**src/rtl/tff_seq_ctrl.sv**
```systemverilog
// tff_seq_ctrl -- sequencer for a bank of WIDTH toggle flip-flops.
//
// Every update of the bank is a toggle mask applied at the next edge:
// q <= q ^ t_vec. The bank can run as an up/down counter, either one-shot
// or continuous, with a programmable terminal value. The controller also
// supports start, pause and abort.
//
// Optional build macro: TFF_SEQ_GRAY_EN. When it is defined, q steps in
// reflected Gray code and limit is a Gray value. When it is undefined, the
// bank steps in binary and no Gray logic is built.
//
// Ports
//   clk    in  1      rising-edge clock
//   reset  in  1      synchronous, active-high; overrides all other inputs
//   start  in  1      IDLE: latch config, load and run; HOLD: resume
//   stop   in  1      RUN: pause; HOLD: abort to IDLE and clear q; wins over start
//   up_dn  in  1      direction, 1 = up; latched on start in IDLE
//   mode   in  1      0 = one-shot, 1 = continuous; latched on start in IDLE
//   limit  in  WIDTH  terminal value; latched on start in IDLE
//   t_vec  out WIDTH  combinational toggle mask for the next edge
//   q      out WIDTH  TFF bank state
//   busy   out 1      registered; high in RUN or HOLD
//   done   out 1      registered one-cycle pulse on one-shot completion
//   wrap   out 1      registered one-cycle pulse on continuous reload
//
// state | meaning
// IDLE  | waiting for start; q holds its last value
// RUN   | stepping q toward the terminal value
// HOLD  | paused; q frozen until resume or abort
// DONE  | one-shot finished; done is high for this cycle only
module tff_seq_ctrl #(
  parameter int WIDTH = 4
) (
  input  logic             clk,
  input  logic             reset,
  input  logic             start,
  input  logic             stop,
  input  logic             up_dn,
  input  logic             mode,
  input  logic [WIDTH-1:0] limit,
  output logic [WIDTH-1:0] t_vec,
  output logic [WIDTH-1:0] q,
  output logic             busy,
  output logic             done,
  output logic             wrap
);

  typedef enum logic [1:0] {
    ST_IDLE = 2'd0,
    ST_RUN  = 2'd1,
    ST_HOLD = 2'd2,
    ST_DONE = 2'd3
  } state_t;

  state_t           state;
  state_t           next_state;
  logic             run_up;
  logic             run_cont;
  logic [WIDTH-1:0] run_lim;
  logic             load_cfg;
  logic             wrap_set;
  logic             at_term;
  logic [WIDTH-1:0] step;

`ifdef TFF_SEQ_GRAY_EN
  // One-hot Gray step. Going up, even parity toggles bit 0. Going down, odd
  // parity toggles bit 0. Otherwise, toggle the bit left of the lowest set
  // bit. If the lowest set bit is the MSB, toggle the MSB itself. q == 0 is
  // never stepped downward because it is terminal, so a set bit always exists.
  always_comb begin : gray_step
    logic found;
    step  = '0;
    found = 1'b0;
    if ((^q) == ~run_up) begin
      step[0] = 1'b1;
    end else begin
      for (int i = 1; i < WIDTH; i++) begin
        if (!found && q[i-1]) begin
          step[i] = 1'b1;
          found   = 1'b1;
        end
      end
      if (!found) step[WIDTH-1] = 1'b1;
    end
  end
`else
  // Binary step. Bit i toggles when all lower bits are 1 (counting up) or
  // all lower bits are 0 (counting down).
  always_comb begin : bin_step
    logic carry;
    step  = '0;
    carry = 1'b1;
    for (int i = 0; i < WIDTH; i++) begin
      step[i] = carry;
      carry   = carry & (run_up ? q[i] : ~q[i]);
    end
  end
`endif

  assign at_term = run_up ? (q == run_lim) : (q == '0);

  always_comb begin
    next_state = state;
    t_vec      = '0;
    load_cfg   = 1'b0;
    wrap_set   = 1'b0;
    case (state)
      ST_IDLE: begin
        if (start && !stop) begin
          next_state = ST_RUN;
          load_cfg   = 1'b1;
          t_vec      = q ^ (up_dn ? '0 : limit);
        end
      end
      ST_RUN: begin
        // The terminal check comes before stepping. An up count with a
        // limit of 0 therefore finishes without any toggle.
        if (stop) begin
          next_state = ST_HOLD;
        end else if (at_term) begin
          if (run_cont) begin
            t_vec    = q ^ (run_up ? '0 : run_lim);
            wrap_set = 1'b1;
          end else begin
            next_state = ST_DONE;
          end
        end else begin
          t_vec = step;
        end
      end
      ST_HOLD: begin
        if (stop) begin
          next_state = ST_IDLE;
          t_vec      = q;
        end else if (start) begin
          next_state = ST_RUN;
        end
      end
      ST_DONE: next_state = ST_IDLE;
      default: next_state = ST_IDLE;
    endcase
  end

  always_ff @(posedge clk) begin
    if (reset) begin
      state    <= ST_IDLE;
      q        <= '0;
      busy     <= 1'b0;
      done     <= 1'b0;
      wrap     <= 1'b0;
      run_up   <= 1'b0;
      run_cont <= 1'b0;
      run_lim  <= '0;
    end else begin
      state <= next_state;
      q     <= q ^ t_vec;
      busy  <= (next_state == ST_RUN) || (next_state == ST_HOLD);
      done  <= (next_state == ST_DONE);
      wrap  <= wrap_set;
      if (load_cfg) begin
        run_up   <= up_dn;
        run_cont <= mode;
        run_lim  <= limit;
      end
    end
  end

endmodule

```
**config.mk**
```make
export PLATFORM = sky130hd
export DESIGN_NAME = tff_seq_ctrl
export DESIGN_NICKNAME = d
export VERILOG_FILES = /design/src/rtl/tff_seq_ctrl.sv
export SDC_FILE = /design/constraint.sdc
export NUM_CORES = 1
export LEC_CHECK = 0
export CAP_MARGIN = 20
export CORE_MARGIN = 2
export CORE_UTILIZATION = 32
export CTS_BUF_LIST = sky130_fd_sc_hd__clkbuf_4 sky130_fd_sc_hd__clkbuf_8 sky130_fd_sc_hd__clkbuf_16
export DETAILED_ROUTE_END_ITERATION = 16
export GPL_TIMING_DRIVEN = 1
export SLEW_MARGIN = 15
export SYNTH_ARGS = -nofsm -noshare
export SYNTH_HDL_FRONTEND = slang
export SYNTH_SLANG_ARGS = --single-unit
```
**constraint.sdc**
```tcl
create_clock -name clk -period 2.4 [get_ports clk]
set_input_delay 0.48 -clock clk [delete_from_list [all_inputs] [get_ports clk]]
set_output_delay 0.48 -clock clk [all_outputs]
set_load 0.01 [all_outputs]
```
== Word-level counts from Yosys, hierarchy flattened ==
Cells that the tools add are included.
W data, S select, Z words.
Storage, ports and cells
  output and inout bits: 11
  bits in registers: 15
Cells by class
  reductions and logical operators: 6
  multiplexer cells: 22
  bitwise operators: 10
  eq/ne operators: 7
Operator list (count)
  $mux W4: 7
  $mux W2: 6
  $pmux W4 S3: 1
  $xor A4 B4 Y4: 3
  $eq A2 B2 Y1 const B: 4
  $pmux W2 S4: 1
  $mux W1: 7
  $not A1 Y1: 5
  $eq A2 B1 Y1 const B: 2
  $eq A4 B4 Y1: 1
  $logic_not A4 Y1: 1
  $reduce_or A4 Y1: 1
  $and A1 B1 Y1: 2
  $logic_not A2 Y1: 1
  $logic_and A1 B1 Y1: 1
  $logic_not A1 Y1: 1
  $logic_or A1 B1 Y1: 1

== Depth between registers and ports, before layout ==
  depth in word-level cells: 8
  mapped depth: 7
  mapped depth without buffers: 6

== Worst setup path before layout ==
No wires, ideal clock.
  path kind: flip-flop to output port
  start: reg q[1]
  end: out t_vec[3]
  arrival: 1.624 ns
  path buffers: 1
  stages on the path, launching flop included: 7
  slack: 0.296 ns
  path through: dfxtp_1 -> buf_6 -> xnor2_1 -> nand4_2 -> a31o_2 -> or3_1 -> o311ai_0
Between the ends
  longest elaborated chain between the ends: 7
  elaborated cells between the ends (all ways): 10
  classes of those cells: 1 x eq/ne; 5 x mux; 3 x bitwise; 1 x reduce/logical
Ends and longest elaborated chain
  from (decl): RTL line 42  | output logic [WIDTH-1:0] q,
  from (signal assigned): RTL line 156  | q <= q ^ t_vec;
  $not A1 Y1: RTL line 95  | carry = carry & (run_up ? q[i] : ~q[i]);
  $mux W1: RTL line 95
  $and A1 B1 Y1 (2 in series): RTL line 95
  $mux W4 *: RTL line 120  | end else if (at_term) begin
  $mux W4 *: RTL line 118  | if (stop) begin
  $pmux W4 S3 *: RTL line 107  | case (state)
  to (decl): RTL line 41  | output logic [WIDTH-1:0] t_vec,
Every way passes the cells marked *; elsewhere a longest branch is shown, timed or not.

== Final worst setup path ==
  start: in up_dn
  end: out t_vec[1]
Between the ends
  longest elaborated chain between the ends: 4
Ends and longest elaborated chain
  from (decl): RTL line 38  | input logic up_dn,
  $mux W4: RTL line 112  | t_vec = q ^ (up_dn ? '0 : limit);
  $xor A4 B4 Y4: RTL line 112
  $mux W4: RTL line 109  | if (start && !stop) begin
  $pmux W4 S3: RTL line 107
No other way between the ends.

==> reports/qor.csv <==
metric;value;unit
# fillers;277;
failing checks;setup timing;
Tightest Hold Check Type;flop to flop;
post-layout min period;2437;ps
Period Utilization, post-route;101.5;%
chip height;60.42;µm
RR Endpoint;busy;
routed wire length;3.146;mm
WL per Instance;13.27;µm
vias in the first global route;1159;
Iteration-0 DRC Markers;18;
most frequent cell after synthesis;nand2_1;
Crit Path Class;input pin to output pin;
total grt overflow;0;
WP data arrival;1960;ps
hold_sp;run_lim[2];
synth top area cells;dfxtp_1 29%, nand2_1 8.1%, xnor2_1 6.9%, a21oi_1 5.9%, nor2b_1 4.9%;
setup TNS;-45.81;ps
CTS sink cnt;15;
Max Fclk;0.4103;GHz
worst vdd ir;0.3157;mV
clk root buf;clkbuf_4;
clk_skew;4.082;ps
CTS HTree Levels;1;
Hold EP;run_lim[2];
Reg clk slew, reported paths;90;ps
slowest CP cell;clkdlybuf4s50_1;
final-stage net count;205;
CTS buffer count;3;
ANT nets after route;0;
CP Launch Type;input pin;
syn_nets;139;
Power Density;420.6;nW/µm²
Final Max Tran Viols;0;
Starting Density;33.64;%
Slew @ Worst Pin;652.9;ps
HPWL reported at the end of detailed placement;2.288;mm
GPL Wtd Cong;0.8853;
later-pin clock latency in the skew report;280;ps
crit-path cells;clkdlybuf4s50_1, buf_4, nor2b_2, xnor2_1, o21ai_2, a211o_1, clkdlybuf4s15_2;
setup slack, reg-to-reg;140;ps
FF+latch count, synth;15;
Reg2Reg Depth;12;
cell depth of the worst hold path;3;
P_leak;0.6925;nW
outcome;finished, violations left;
# port buffers;20;
gr usage total;18.92;%
main flop type after synthesis;dfxtp_1;
syn avg cell area;7.957;µm²
number of diodes;0;
critical path peak fanout;4;
# IOs;21;
sw power;0.0002116;W
Area Overhead vs Synth;65.60;%
asr flop ratio synth;0;%
post-synthesis sequential area ratio;29.48;%
largest net degree at the start of global routing;18;
setup violators final;2;
die area;3650;µm²
FP Rows;20;
Worst slew margin;56.34;%
layout cells sized above 1;41.45;%
synth cell count leaders;22 x nand2_1, 15 x dfxtp_1, 12 x a21oi_1, 8 x nor2b_1, 8 x xnor2_1;
Worst path max stage delay;430;ps
post-synth top area cell;dfxtp_1;
final worst setup slack;-37.15;ps
drt first pass iters;5;
via count;1164;
CTS tree;built;
Vias/cell;4.911;
DIE WIDTH;60.42;µm
WHS;618.9;ps
DRC viols;0;
global-route wire length before repair;5.099;mm
cell internal pwr;0.0004978;W
Syn. warnings;0;
EDFF count, synth;0;
MaxCap Viol Count;0;
Post-CTS Hold Fix Bufs;0;
Final Hold Viols;0;
Netlist Area Pre-Place;1018;µm²
WP data required;1920;ps
Critical R2R Launch;state[0];
antenna violations before repair;0;
total core area;3028;µm²
RSZ-0062 raised after global routing;yes;
sequential group share of total power;39.1;%
Synth cell types;38;
sw frac;29.83;%
Max Root-Sink Buffers;2;
cell count after synthesis;128;
Clock power frac;22.1;%
Yosys top cell area share;29.48;%
crit path capture type;output pin;
Combinational Power Share;38.8;%
-- kinds of logic after synthesis --
kind of cell               count (synthesis)  share of synthesized area (%)
buffers and inverters                     13                          6.757
muxes                                      5                          5.651
AOI/OAI and AO/OA                         31                          21.13
adders and majority gates                  1                          1.228
and+or+nand+nor                           55                          28.87
xor gates and xnor gates                   8                          6.880
DFF                                       15                          29.48
-- registers in the layout, summed over array words and instances (netlist names) --
name and cells:
run_up 1, state 2, run_cont 1, run_lim 4, done 1, busy 1, wrap 1, q 4
-- worst max-delay path by stage --
stage               startpoint  cells past startpoint  slack (ps)       end
finish                   up_dn                      7         -40  t_vec[1]
global route             up_dn                      7        -150  t_vec[1]
CTS                       q[0]                      5         -40  t_vec[1]
detailed placement        stop                      7        -740  t_vec[3]
global placement          stop                      7        -710  t_vec[3]
floorplan                 q[1]                      6         300  t_vec[3]
-- timing repair --
action                                  CTS  global route
pin swaps                                 7             0
endpoints found under the setup margin    4             3
setup buffers                            10             0
gates resized for setup                  34             5
-- critical path: cells and delay by family --
kind	cells	cell delay (ps)
AO/OA/AOI/OAI	2	390
AND/OR/NAND/NOR	1	120
XOR/XNOR	1	150
buffers and inverters	3	830
-- per-layer routing --
metal / wire length (µm) / GRT usage (%) / vias to the layer above
met3: 109 / 2.985 / 6
li1: - / - / 585
met1: 1400 / 23.18 / 544
met2: 1578 / 32.30 / 29
met5: 0 / 0 / -
met4: 57 / 9.317 / 0
-- cell usage in the layout (no fill, tap or decap), types with 2 or more instances in the layout --
cell             count
buf_4               49
nand2_1             22
clkdlybuf4s50_1     14
a21oi_1             12
dfxtp_1             12
nor2b_1              7
nand2b_1             6
inv_1                5
nor2_1               5
xnor2_2              4
xnor2_1              4
clkbuf_4             4
o31ai_1              3
buf_2                3
a211oi_2             2
or3_1                2
o311ai_0             2
mux2i_1              2
mux2_2               2
nor4_1               2
a221oi_1             2
dlygate4sd2_1        2
dfxtp_4              2
-- per-stage QoR --
| stage | power (W) | setup WS, ps | cell area [µm²] | util [%] | cells |
|---|---|---|---|---|---|
| floorplan | 0.0004004 | 295.8 | 1018 | - | 128 |
| global placement | 0.0005209 | -711.6 | 1516 | 50.08 | 223 |
| detailed placement | 0.0005269 | -738.0 | 1516 | 50.08 | 223 |
| CTS | 0.0007100 | -41.30 | 1654 | 54.63 | 237 |
| global route | 0.0007593 | -154.3 | 1687 | 55.70 | 237 |
| finish | 0.0007094 | -37.15 | 1687 | 55.70 | 237 |
-- final cells by class --
cell class | count | area, µm² | share of cell area, %
Clock buffer | 4 | 30.03 | 1.780
Inverter | 5 | 18.77 | 1.113
Multi-Input combinational cell | 100 | 721.9 | 42.80
Sequential cell | 15 | 309.0 | 18.32
Tap cell | 44 | 55.05 | 3.264
Timing Repair Buffer | 69 | 551.8 | 32.72
-- power by group through the flow --
stage	Combinational, W	Clock, W	Sequential, W
global placement	0.000241	0	0.000280
floorplan	0.000121	0	0.000280
global route	0.000298	0.000182	0.000279
detailed placement	0.000247	0	0.000280
CTS	0.000269	0.000166	0.000275
finish	0.000275	0.000157	0.000277
Note: power is estimated with default switching activity, not from simulation.
